<file path="config.mk">
export PLATFORM = sky130hd
export DESIGN_NAME = pixel_readout_rx
export DESIGN_NICKNAME = d
export VERILOG_FILES = /design/src/rtl/pixel_readout_pkg.sv /design/src/rtl/pixel_readout_fifo.sv /design/src/rtl/pixel_readout_rx.sv
export SDC_FILE = /design/constraint.sdc
export NUM_CORES = 1
export LEC_CHECK = 0
export CAP_MARGIN = 5
export CORE_ASPECT_RATIO = 1.25
export CORE_MARGIN = 2
export CORE_UTILIZATION = 55
export DETAILED_ROUTE_END_ITERATION = 8
export GPL_TIMING_DRIVEN = 0
export PLACE_DENSITY = 0.74
export SYNTH_ARGS = -nofsm -noshare
export SYNTH_HDL_FRONTEND = slang
export SYNTH_HIERARCHICAL = 1
export SYNTH_SLANG_ARGS = --single-unit
</file>
<file path="constraint.sdc">
create_clock -name clk -period 4.9 [get_ports clk]
set_input_delay 0.98 -clock clk [delete_from_list [all_inputs] [get_ports clk]]
set_output_delay 0.98 -clock clk [all_outputs]
set_load 0.005 [all_outputs]
</file>
<file path="src/rtl/pixel_readout_pkg.sv">
// Shared types and constants for the pixel read-out receive path.
package pixel_readout_pkg;

  localparam int unsigned PIX_W  = 8;
  localparam int unsigned N_ROWS = 4;

  typedef enum logic {
    IDLE,
    PUSH
  } rx_state_t;

  typedef struct packed {
    logic             first;
    logic             last;
    logic [PIX_W-1:0] data;
  } pix_entry_t;

endpackage

</file>
<file path="src/rtl/pixel_readout_fifo.sv">
// Single-clock FIFO of pixel entries with a registered head and a free-slot count.
module pixel_readout_fifo
  import pixel_readout_pkg::*;
#(
  parameter int unsigned DEPTH = 16
) (
  input  logic                         clk,
  input  logic                         rst,
  input  logic                         push,
  input  pix_entry_t                   wr_entry,
  input  logic                         pop,
  output pix_entry_t                   head,
  output logic                         valid,
  output logic [$clog2(DEPTH+1)-1:0]   free
);

  localparam int unsigned PW = $clog2(DEPTH);
  localparam int unsigned CW = $clog2(DEPTH+1);

  pix_entry_t    mem [DEPTH];
  logic [PW-1:0] wr_ptr_q, wr_ptr_d;
  logic [PW-1:0] rd_ptr_q, rd_ptr_d;
  logic [CW-1:0] count_q, count_d;
  logic          valid_q, valid_d;
  pix_entry_t    head_q, head_d;
  logic          do_push, do_pop;

  always_comb begin
    do_push  = push && (count_q != CW'(DEPTH));
    do_pop   = pop && valid_q;
    wr_ptr_d = wr_ptr_q + PW'(do_push);
    rd_ptr_d = rd_ptr_q + PW'(do_pop);
    count_d  = count_q + CW'(do_push) - CW'(do_pop);
    valid_d  = (count_d != '0);
    // Head is preloaded so it is valid the cycle after a push into an empty FIFO
    head_d   = '0;
    if ((count_q - CW'(do_pop)) == '0) begin
      if (do_push) head_d = wr_entry;
    end else begin
      head_d = mem[rd_ptr_d];
    end
  end

  always_ff @(posedge clk) begin
    if (do_push) mem[wr_ptr_q] <= wr_entry;
  end

  always_ff @(posedge clk or posedge rst) begin
    if (rst) begin
      wr_ptr_q <= '0;
      rd_ptr_q <= '0;
      count_q  <= '0;
      valid_q  <= 1'b0;
      head_q   <= '0;
    end else begin
      wr_ptr_q <= wr_ptr_d;
      rd_ptr_q <= rd_ptr_d;
      count_q  <= count_d;
      valid_q  <= valid_d;
      head_q   <= head_d;
    end
  end

  assign head  = head_q;
  assign valid = valid_q;
  assign free  = CW'(DEPTH) - count_q;

endmodule

</file>
<file path="src/rtl/pixel_readout_rx.sv">
// Pixel read-out receiver: captures rows on read-strobe falls and streams pixels out.
// Optional PIXEL_READOUT_RX_DROPCNT_EN adds a saturating drop_count output.
module pixel_readout_rx
  import pixel_readout_pkg::*;
#(
  parameter int unsigned N_COLS     = 4,
  parameter int unsigned FIFO_DEPTH = 16
) (
  input  logic             clk,
  input  logic             reset,
  input  logic             read1,
  input  logic             read2,
  input  logic             read3,
  input  logic             read4,
  input  logic [PIX_W-1:0] pixData1,
  input  logic [PIX_W-1:0] pixData2,
  input  logic [PIX_W-1:0] pixData3,
  input  logic [PIX_W-1:0] pixData4,
  output logic [PIX_W-1:0] pixelDataOut,
  output logic             pixel_valid,
  input  logic             pixel_ready,
  output logic             pixel_first,
  output logic             pixel_last,
  output logic             row_drop,
`ifdef PIXEL_READOUT_RX_DROPCNT_EN
  output logic [7:0]       drop_count,
`endif
  output logic             proto_err
);

  localparam int unsigned CW   = $clog2(FIFO_DEPTH+1);
  localparam int unsigned IDXW = $clog2(N_ROWS);
  localparam int unsigned CLW  = (N_COLS > 1) ? $clog2(N_COLS) : 1;

  logic [N_ROWS-1:0] strb;
  logic [PIX_W-1:0]  bus [4];
  logic              any_hi, fall, accept;
  logic [IDXW-1:0]   idx;

  rx_state_t         state_q, state_d;
  logic              act_q, act_d;
  logic [IDXW-1:0]   idx_q, idx_d;
  logic [PIX_W-1:0]  sample_q [N_COLS];
  logic [PIX_W-1:0]  sample_d [N_COLS];
  logic [PIX_W-1:0]  snap_q [N_COLS];
  logic [PIX_W-1:0]  snap_d [N_COLS];
  logic [IDXW-1:0]   snap_row_q, snap_row_d;
  logic [CLW-1:0]    col_q, col_d;

  logic              push;
  pix_entry_t        wr_entry, head;
  logic [CW-1:0]     free;

  assign strb = {read4, read3, read2, read1};
  assign bus  = '{pixData1, pixData2, pixData3, pixData4};

  always_comb begin
    any_hi = |strb;
    idx    = '0;
    for (int unsigned i = N_ROWS; i > 0; i--) begin
      if (strb[i-1]) idx = IDXW'(i - 1);
    end
    proto_err = ($countones(strb) > 1);
    act_d     = any_hi;
    idx_d     = idx;
    sample_d  = sample_q;
    if (any_hi) begin
      for (int unsigned c = 0; c < N_COLS; c++) sample_d[c] = bus[c];
    end
    fall     = act_q && !strb[idx_q];
    accept   = fall && (state_q == IDLE) && (free >= CW'(N_COLS));
    row_drop = fall && !accept;
  end

  always_comb begin
    state_d    = state_q;
    col_d      = col_q;
    snap_d     = snap_q;
    snap_row_d = snap_row_q;
    push       = 1'b0;
    wr_entry   = '0;
    case (state_q)
      IDLE: begin
        // Snapshot only on accept so a dropped row cannot corrupt a row being pushed
        if (accept) begin
          push           = 1'b1;
          wr_entry.data  = sample_q[0];
          wr_entry.first = (idx_q == '0);
          wr_entry.last  = (idx_q == IDXW'(N_ROWS - 1)) && (N_COLS == 1);
          snap_d         = sample_q;
          snap_row_d     = idx_q;
          col_d          = CLW'(1);
          state_d        = (N_COLS > 1) ? PUSH : IDLE;
        end
      end
      PUSH: begin
        push           = 1'b1;
        wr_entry.data  = snap_q[col_q];
        wr_entry.last  = (snap_row_q == IDXW'(N_ROWS - 1)) && (col_q == CLW'(N_COLS - 1));
        col_d          = col_q + CLW'(1);
        if (col_q == CLW'(N_COLS - 1)) state_d = IDLE;
      end
      default: state_d = IDLE;
    endcase
  end

  always_ff @(posedge clk or posedge reset) begin
    if (reset) begin
      state_q    <= IDLE;
      act_q      <= 1'b0;
      idx_q      <= '0;
      sample_q   <= '{default: '0};
      snap_q     <= '{default: '0};
      snap_row_q <= '0;
      col_q      <= '0;
    end else begin
      state_q    <= state_d;
      act_q      <= act_d;
      idx_q      <= idx_d;
      sample_q   <= sample_d;
      snap_q     <= snap_d;
      snap_row_q <= snap_row_d;
      col_q      <= col_d;
    end
  end

  pixel_readout_fifo #(
    .DEPTH (FIFO_DEPTH)
  ) u_fifo (
    .clk      (clk),
    .rst      (reset),
    .push     (push),
    .wr_entry (wr_entry),
    .pop      (pixel_ready),
    .head     (head),
    .valid    (pixel_valid),
    .free     (free)
  );

  assign pixelDataOut = head.data;
  assign pixel_first  = head.first;
  assign pixel_last   = head.last;

`ifdef PIXEL_READOUT_RX_DROPCNT_EN
  logic [7:0] drop_cnt_q, drop_cnt_d;

  always_comb begin
    drop_cnt_d = drop_cnt_q;
    if (row_drop && (drop_cnt_q != 8'hFF)) drop_cnt_d = drop_cnt_q + 8'd1;
  end

  always_ff @(posedge clk or posedge reset) begin
    if (reset) drop_cnt_q <= '0;
    else       drop_cnt_q <= drop_cnt_d;
  end

  assign drop_count = drop_cnt_q;
`endif

endmodule

</file>
==> summary.txt <==
Cells and area
  – Share of cells above drive strength 1: 25.6%
  – Antenna cells: 0
  – Area grow syn2layout: 15.8%
  – Nets: 711
  – Post-Layout Cell Count: 903
  – # fillers: 1304

Global routing
  – Number of global-route vias before repair: 5770
  – Total grt overflow: 0
  – Antenna violations before repair: 0
  – Largest net degree at the start of global routing: 73
  – First-pass GRT wire length: 32500 um
  – GRT Util Overall: 21.3%

Worst setup path
  – Reg2reg end: u_fifo/valid$_DFF_PP0_
  – R2R Setup Slk: 0.53 ns
  – Crit. End Element: register
  – CP max FO: 10
  – Reg2reg start: u_fifo/count_q[1]$_DFF_PP0_
  – CP Class: reg2reg
  – Worst EP arrival: 4.75 ns
  – Crit start category: register
  – Worst reg-to-reg path cell count: 18
  – Worst EP required: 5.28 ns

CTS
  – Clk Latency, worst-skew pair: 0.52 ns
  – Hold buffers post-CTS: 0
  – Sink Count: 256
  – TritonCTS clock tree: built
  – Total CTS buffers: 24
  – Clk root buf: clkbuf_16
  – CTS clk-pin slew, worst paths: 0.06 ns
  – Post-CTS sizing: 0
  – Setup bufs post-CTS: 0
  – H-tree Lvls: 1
  – Clock Tree Buf Depth: 3

Timing
  – Worst-Margin Slew: 1.05 ns
  – Final setup violating endpoints: 0
  – RSZ-0062 raised after global routing: no
  – Min Tclk post-route: 4.37 ns
  – Worst Clk Skew: 0.0153 ns
  – Final Max Tran Viols: 0
  – Slew HR: 29.8%
  – Peak Freq: 0.229 GHz
  – Setup total negative slack: 0 ns
  – Fin. Hold Viols: 0
  – Period Utilization, post-route: 89.1%

Hold path
  – Hold path depth: 1
  – Hold path endpoint: sample_q[5]$_DFFE_PP0P_
  – Min-delay src: sample_q[5]$_DFFE_PP0P_
  – HP Class: reg2reg

Place
  – GP Congestion: 0.765
  – IO buf count: 51
  – Final HPWL DP: 13500 um
  – Placed cell count: 859

Route
  – Antenna viol nets, final: 0
  – DR WL/cell: 22.5 um
  – Vias post-DR: 5377
  – Final wirelength: 20300 um
  – Post-route DRC: 0
  – Via-to-Cell Ratio: 5.95
  – Iteration-0 DRC Markers: 449
  – Drt pass-1 iters: 5

Power and ir drop
  – Leak Pwr: 4.48 nW
  – Peak supply drop: 0.364 mV
  – Power Density: 689 nW/um^2

Die
  – Die Span X: 128 um
  – Num ports: 52
  – Die area: 20200 sq um
  – Row count: 56
  – Initial core utilization: 56.0%
  – CORE AREA: 18800 sq um
  – Die height: 159 um

Synth
  – Synth warn: 6
  – Average size of a mapped cell: 18.3 sq um
  – Mapped Cells: 576
  – Synthesized Nets: 634
  – Synth Cell Area: 10500 sq um

Flow run
  – Max cap viols: 0

Run status
  – Result of the run: finished clean
## cells in the final DEF (no fill, tap or decap), drive strengths merged, types with 14 or more instances in the layout
master / n
buf: 21
nor2: 19
mux2: 67
mux4: 48
inv: 17
clkbuf: 47
nand3: 14
ha: 17
edfxtp: 160
clkdlybuf4s50: 51
dfrtp: 96
nand2: 26
## routing by layer
layer	up-vias	track usage (%)	part of all wire [%]	wire length [um]
met5	-	0	0	0
met4	0	7.85	3.0	618
met3	32	2.69	4.7	945
met2	158	36.9	53	10700
met1	2801	28.0	40	8080
li1	2386	-	-	-
## per-stage QoR
step                utilization [%]  hold slack [ns]  cell area [sq um]  setup WS (ns)  power [W]
detailed placement             60.4            0.485              11300         0.0891    0.00651
finish                         64.8            0.500              12200          0.533    0.00839
global route                   64.8            0.516              12200          0.255    0.00883
CTS                            64.8            0.499              12200          0.477    0.00846
global placement               60.3            0.466              11300        -0.0674    0.00636
floorplan                         -            0.452              10500          0.959    0.00553
## state kept, by name, indices dropped and copies added (netlist names)
register and cells:
snap_q 32, u_fifo/count_q 5, snap_row_q 2, u_fifo/rd_ptr_q 4
state_q 1, u_fifo/wr_ptr_q 4, idx_q 2, u_fifo/mem 160
u_fifo/head 10, u_fifo/valid 1, col_q 2, act_q 1
sample_q 32
## critical path, stage by stage (launching register included)
cell	delay [ns]
dfrtp_1	0.38
inv_1	0.14
ha_1	0.24
and2_1	0.16
ha_1	0.27
nor3_1	0.40
nor2_1	0.14
nand2b_1	0.11
buf_6	0.17
buf_6	0.19
nand2_1	0.06
nor2b_1	0.17
inv_1	0.16
ha_1	0.26
inv_1	0.07
ha_1	0.18
fa_1	0.44
or3_1	0.39
or3_1	0.31
## how the worst max path moves through the flow
stage	startpoint	end	cells past startpoint
after global placement	read2	u_fifo/mem[0][5]$_DFFE_PP_	11
final	u_fifo/count_q[1]$_DFF_PP0_	u_fifo/valid$_DFF_PP0_	18
after global routing	u_fifo/count_q[2]$_DFF_PP0_	u_fifo/valid$_DFF_PP0_	18
after detailed placement	read2	u_fifo/valid$_DFF_PP0_	16
after floorplan	read2	u_fifo/valid$_DFF_PP0_	15
after CTS	u_fifo/count_q[1]$_DFF_PP0_	u_fifo/valid$_DFF_PP0_	18
## area by class of cell
type                            instances  area, sq um  area share (%)
Sequential cell                       256         7210            59.2
Multi-Input combinational cell        275         3070            25.2
Clock buffer                           40          763            6.27
Timing Repair Buffer                   51          510            4.19
Tap cell                              232          290            2.38
Buffer                                 28          193            1.58
Clock inverter                          4         72.6           0.596
Inverter                               17         66.3           0.545
## power breakdown
group / switching (W) / total, W / leakage [nW] / internal (W)
clock network: 0.000751 / 0.00192 / 0.405 / 0.00117
registers: 0.000220 / 0.00334 / 2.59 / 0.00312
logic: 0.00168 / 0.00313 / 1.48 / 0.00145
(Power assumes the default switching activity.)
